==> src/rtl/uart_rx.sv <==
// uart_rx: 8N1 serial receiver on the 16x oversampling clock mclk16.
// It majority-votes three mid-bit samples per bit and presents each byte with a rxrdy/read handshake.
module uart_rx #(
    parameter int DATA_BITS = 8
) (
    input  logic                 mclk16,
    input  logic                 reset,
    input  logic                 rx,
    input  logic                 read,
    output logic [DATA_BITS-1:0] data,
    output logic                 rxrdy,
    output logic                 framing_err,
    output logic                 overrun_err
);

    localparam int BW = $clog2(DATA_BITS + 2);

    typedef enum logic [2:0] {
        IDLE      = 3'd0,
        START     = 3'd1,
        DATA      = 3'd2,
        STOP      = 3'd3,
        WAIT_HIGH = 3'd4
    } state_t;

    state_t                 state_r;
    state_t                 state_nxt_s;
    logic                   sync1_r;
    logic                   rx_s;
    logic [3:0]             cnt_r;
    logic [BW-1:0]          bitn_r;
    logic                   samp7_r;
    logic                   samp8_r;
    logic [DATA_BITS-1:0]   shreg_r;
    logic                   decide_s;
    logic                   wrap_s;
    logic                   bit_s;
    logic                   done_s;
    logic                   clear_cnt_s;

    function automatic logic maj3(input logic a, input logic b, input logic c);
        return (a & b) | (a & c) | (b & c);
    endfunction

    // cnt names the tick that starts at an edge, so the cnt=9 decision lands on the edge where cnt_r is 8.
    always_comb begin
        decide_s    = (cnt_r == 4'd8);
        wrap_s      = (cnt_r == 4'd15);
        bit_s       = maj3(samp7_r, samp8_r, rx_s);
        done_s      = (state_r == STOP) && decide_s;
        state_nxt_s = state_r;
        case (state_r)
            IDLE: begin
                if (!rx_s) begin
                    state_nxt_s = START;
                end else begin
                    state_nxt_s = IDLE;
                end
            end
            START: begin
                if (decide_s && bit_s) begin
                    state_nxt_s = IDLE;
                end else if (wrap_s) begin
                    state_nxt_s = DATA;
                end else begin
                    state_nxt_s = START;
                end
            end
            DATA: begin
                if (wrap_s && (bitn_r == BW'(DATA_BITS))) begin
                    state_nxt_s = STOP;
                end else begin
                    state_nxt_s = DATA;
                end
            end
            STOP: begin
                if (decide_s) begin
                    if (bit_s) begin
                        state_nxt_s = IDLE;
                    end else begin
                        state_nxt_s = WAIT_HIGH;
                    end
                end else begin
                    state_nxt_s = STOP;
                end
            end
            WAIT_HIGH: begin
                if (rx_s) begin
                    state_nxt_s = IDLE;
                end else begin
                    state_nxt_s = WAIT_HIGH;
                end
            end
            default: state_nxt_s = IDLE;
        endcase
        clear_cnt_s = (state_r == IDLE) || (state_nxt_s == IDLE) || (state_nxt_s == WAIT_HIGH);
    end

    // FSM state register.
    always_ff @(posedge mclk16 or negedge reset) begin
        if (!reset) begin
            state_r <= IDLE;
        end else begin
            state_r <= state_nxt_s;
        end
    end

    // Two-flop synchronizer; idles high so reset never looks like a start bit.
    always_ff @(posedge mclk16 or negedge reset) begin
        if (!reset) begin
            sync1_r <= 1'b1;
            rx_s    <= 1'b1;
        end else begin
            sync1_r <= rx;
            rx_s    <= sync1_r;
        end
    end

    // Tick and bit counters run only inside a frame; start detection reloads them.
    always_ff @(posedge mclk16 or negedge reset) begin
        if (!reset) begin
            cnt_r  <= 4'd0;
            bitn_r <= {BW{1'b0}};
        end else if (clear_cnt_s) begin
            cnt_r  <= 4'd0;
            bitn_r <= {BW{1'b0}};
        end else begin
            cnt_r <= cnt_r + 4'd1;
            if (wrap_s) begin
                bitn_r <= bitn_r + BW'(1);
            end
        end
    end

    // Mid-bit samples and LSB-first shift register.
    always_ff @(posedge mclk16 or negedge reset) begin
        if (!reset) begin
            samp7_r <= 1'b0;
            samp8_r <= 1'b0;
            shreg_r <= {DATA_BITS{1'b0}};
        end else begin
            if (cnt_r == 4'd6) begin
                samp7_r <= rx_s;
            end
            if (cnt_r == 4'd7) begin
                samp8_r <= rx_s;
            end
            if ((state_r == DATA) && decide_s) begin
                shreg_r <= {bit_s, shreg_r[DATA_BITS-1:1]};
            end
        end
    end

    // Output register and handshake; a completing frame wins over a simultaneous read.
    always_ff @(posedge mclk16 or negedge reset) begin
        if (!reset) begin
            data        <= {DATA_BITS{1'b0}};
            rxrdy       <= 1'b0;
            framing_err <= 1'b0;
            overrun_err <= 1'b0;
        end else if (done_s) begin
            data        <= shreg_r;
            rxrdy       <= 1'b1;
            framing_err <= ~bit_s;
            if (rxrdy) begin
                overrun_err <= ~read;
            end
        end else if (read && rxrdy) begin
            rxrdy       <= 1'b0;
            overrun_err <= 1'b0;
        end
    end

endmodule

==> config.mk <==
export PLATFORM = sky130hd
export DESIGN_NAME = uart_rx
export DESIGN_NICKNAME = d
export VERILOG_FILES = /design/src/rtl/uart_rx.sv
export SDC_FILE = /design/constraint.sdc
export NUM_CORES = 1
export LEC_CHECK = 0
export BUFFER_PORTS_ARGS = -buffer_cell sky130_fd_sc_hd__clkbuf_2
export CAP_MARGIN = 15
export CORE_UTILIZATION = 25
export DETAILED_ROUTE_END_ITERATION = 6
export HOLD_SLACK_MARGIN = 0.05
export PLACE_DENSITY_LB_ADDON = 0.05
export SYNTH_ARGS = -nofsm -noshare
export SYNTH_HDL_FRONTEND = slang
export SYNTH_SLANG_ARGS = --single-unit
==> constraint.sdc <==
create_clock -name mclk16 -period 1.7 [get_ports mclk16]
set_input_delay 0.34 -clock mclk16 [delete_from_list [all_inputs] [get_ports mclk16]]
set_output_delay 0.34 -clock mclk16 [all_outputs]
set_load 0.01 [all_outputs]
==> impl_metrics.toml <==
[layout]
fill_cells = 622
storage_cell_area_um2 = 853.3
final-instance-count-excl-fill = 220
layout.cells.most_common_list = "32 x sky130_fd_sc_hd__dfrtp_1, 14 x sky130_fd_sc_hd__clkbuf_2, 10 x sky130_fd_sc_hd__mux2_2, 10 x sky130_fd_sc_hd__buf_4, 9 x sky130_fd_sc_hd__nor2_1"
most_frequent_standard_cell_in_the_layout_excluding_fill_and_tap_cells = "sky130_fd_sc_hd__dfrtp_1"
multiInputGateArea_um2 = 643.1
insertedDiodeCount = 0
final_net_count = 153
syn_to_final_growth_pct = 24.67
drive_gt1_frac = 0.4483

[clock_network]
worst_skew_pair.late_latency_ns = 0.29
clock_slew_at_reported_path_ffs_ns = 0.07
tritoncts = "done"
cts-htree-levels = 2
cts_num_sinks = 34
cts_made_buffers = 5
maximum_root_to_sink_buffer_count = 2
cts-root-buf = "sky130_fd_sc_hd__clkbuf_8"

[logic_synthesis]
synth_largest_type_area_fraction = 0.5229
synth-seq-area-share = 0.5572
netlist_area_um2 = 1531
synthCells = 112
post_synth_main_area_contributors = "sky130_fd_sc_hd__dfrtp_1 52%, sky130_fd_sc_hd__mux2_2 8.8%, sky130_fd_sc_hd__mux2_4 5.9%"
post_synth.cell_area_avg_um2 = 13.67
yosys_register_bits = 34
synth_fp_nets = 121
yosys.area.top_type = "sky130_fd_sc_hd__dfrtp_1"
synthesis.yosys.warnings = 0
synth.distinct_cells = 31

[power_and_ir_drop]
power.share.clock = 0.277
leakage_nw = 0.9072
p_sw_mw = 0.8546
fraction_of_power_spent_switching_nets = 0.3089
sequentialPowerShare = 0.403
int_power_mw = 1.912
pwr_density_cell_nw_per_um2 = 1449
power_frac_comb = 0.320
vdd_drop_max_uv = 564.3
total_power_mw = 2.767

[critical_path]
cpMaxStageDelayCell = "sky130_fd_sc_hd__dfrtp_1"
critical_path.max_stage_delay_ns = 0.41
start_kind = "flop"
worstPathCellList = "inv_2, ha_1, and3b_4, and4b_4, mux2_4"
worstPathRequired_ns = 1.86
worstPathMaxFanout = 5
timing.critical_path.max_delay_family = "simple AND/OR/NAND/NOR gates"
arrival_ns = 1.80
worst-setup-path-type = "reg2reg"
count_of_buffer_and_inverter_cells_on_the_critical_path = 1
setup.worst_path.end_class = "flop"

[timing]
finalHoldViolCount = 0
timing.final.max_slew_violations = 0
clock.fmax_mhz = 609.1
worst_clock_skew_ns = 0.01219
worstMarginPinSlew_ns = 0.5944
setup_viol = 0
unrepaired_setup_endpoints_after_global_routing = "yes"
finalWorstPathRequiredPeriod_ns = 1.642
max-slew-margin-rel = 0.6037
period_share = 0.9658
post_route_setup_slack_ns = 0.05818

[placement]
post-place-cells = 210
pre_cts_slack_ns = -0.01301
detailed_place_hpwl_um = 1974
port_buffers = 14
finalWeightedCongestion = 0.6737

[detailed_routing]
drc_errors = 0
routed_via_density = 4.232
drtAntennaViolNets = 0
drt_first_iter_violations = 21
top_layer_used = "met4"
drt-total-wl_um = 2943
firstDrtPassIters = 4
met3WireLength_um = 108
route.met2.wl_um = 1401
avgRoutedWirePerCell_um = 13.38
vias = 931
detail_route.wirelength.met1_um = 1387

[global_routing]
grt_start_max_net_pins = 23
grt_first_pass_wirelength_um = 4961
overflow = 0
grt.total_usage = 0.1083
grt_antenna_before_repair = 0
vias_in_the_first_global_route = 958

[die]
design.die.area_um2 = 6442
io-pin-count = 15
fp.coreArea_um2 = 5921
dieHeight_um = 80.27
die_w_um = 80.27
placement_rows = 28
floorplan.initialDensity = 0.2587

[status]
run_status = "completed"

[worst_hold_path]
worst_hold_path_type = "in2async"

[run]
cap_violations = 0
## routing by layer
layer  vias up  track usage
met1       462       0.1329
met2        15       0.1684
met4         0      0.04821
met3         7      0.04091
met5         -            0
li1        447            -
## final timing paths
path                                    startpoint                     end  slack (ns)  cells past startpoint
worst max-delay path            cnt_r[0]$_DFF_PN0_     data[1]$_DFFE_PN0P_        0.06                      5
worst min-delay path                         reset   bitn_r[1]$_DFFE_PN0P_        0.05                      1
worst max register to register  cnt_r[0]$_DFF_PN0_     data[1]$_DFFE_PN0P_        0.06                      5
worst min register to register   sync1_r$_DFF_PN1_          rx_s$_DFF_PN1_        0.36                      0
max in group asynchronous                    reset  shreg_r[0]$_DFFE_PN0P_        1.08                      2
min in group mclk16                             rx       sync1_r$_DFF_PN1_        0.14                      1
## repair_timing
action	in CTS	in global routing
hold endpoints to repair	0	0
hold buffers	0	0
pin swaps	0	1
buffers inserted	0	1
endpoints found under the setup margin	2	14
gates resized for setup	0	4
gates cloned	1	0
## power groups by stage
| stage | clock, mW | combinational [mW] | sequential [mW] |
|---|---|---|---|
| global route | 0.832 | 0.996 | 1.14 |
| floorplan | 0 | 0.539 | 1.11 |
| global placement | 0 | 0.873 | 1.12 |
| finish | 0.767 | 0.884 | 1.12 |
| CTS | 0.805 | 0.894 | 1.12 |
| detailed placement | 0 | 0.886 | 1.12 |
## flip-flops by register name (all words and copies together) (netlist names)
register / count
data: 8
shreg_r: 8
bitn_r: 4
cnt_r: 4
state_r: 3
framing_err: 1
overrun_err: 1
rx_s: 1
rxrdy: 1
samp7_r: 1
samp8_r: 1
sync1_r: 1
## kinds of logic after synthesis
group	share of synthesized area
AO/OA/AOI/OAI	0.06127
XOR/XNOR	0.02860
adder cells (fa/ha/maj)	0.04820
buffers and inverters	0.03514
flip-flops	0.5572
multiplexers	0.1471
AND/OR/NAND/NOR	0.1225
## synthesized netlist by cell type
cell type,count
sky130_fd_sc_hd__a211oi_4,1
sky130_fd_sc_hd__a21oi_1,4
sky130_fd_sc_hd__a21oi_2,2
sky130_fd_sc_hd__a221oi_4,1
sky130_fd_sc_hd__and2b_1,1
sky130_fd_sc_hd__and3_1,1
sky130_fd_sc_hd__and3b_4,1
sky130_fd_sc_hd__and4b_4,1
sky130_fd_sc_hd__buf_12,1
sky130_fd_sc_hd__buf_4,1
sky130_fd_sc_hd__dfrtp_1,32
sky130_fd_sc_hd__dfstp_2,2
sky130_fd_sc_hd__ha_1,5
sky130_fd_sc_hd__inv_1,7
sky130_fd_sc_hd__maj3_2,1
sky130_fd_sc_hd__mux2_2,12
sky130_fd_sc_hd__mux2_4,6
sky130_fd_sc_hd__nand2_1,4
sky130_fd_sc_hd__nand2_2,1
sky130_fd_sc_hd__nand2b_1,1
sky130_fd_sc_hd__nand3_1,2
sky130_fd_sc_hd__nand4_1,3
sky130_fd_sc_hd__nor2_1,9
sky130_fd_sc_hd__nor2b_1,3
sky130_fd_sc_hd__nor3_1,1
sky130_fd_sc_hd__nor3_2,1
sky130_fd_sc_hd__nor4b_4,1
sky130_fd_sc_hd__o21ai_0,1
sky130_fd_sc_hd__o21ai_1,1
sky130_fd_sc_hd__xnor2_1,2
sky130_fd_sc_hd__xor2_1,3
## metrics by stage
step	TNS (ns)	utilization	area [um^2]	hold WS [ns]
floorplan	0	-	1531	0.04441
global placement	0	0.2978	1763	0.3494
detailed placement	-0.02540	0.2978	1763	0.3501
CTS	0	0.3193	1891	0.05313
global route	-0.005901	0.3225	1909	0.07446
finish	0	0.3225	1909	0.04850
## area by class of cell
class	count	area share
clock inverters	1	0.01573
well taps	75	0.04915
clock buffers	7	0.04522
multi-input cells	70	0.3368
repair buffers	26	0.09240
flip-flops and latches	34	0.4469
inverters	7	0.01376
Power figures use the tool's default switching activity.
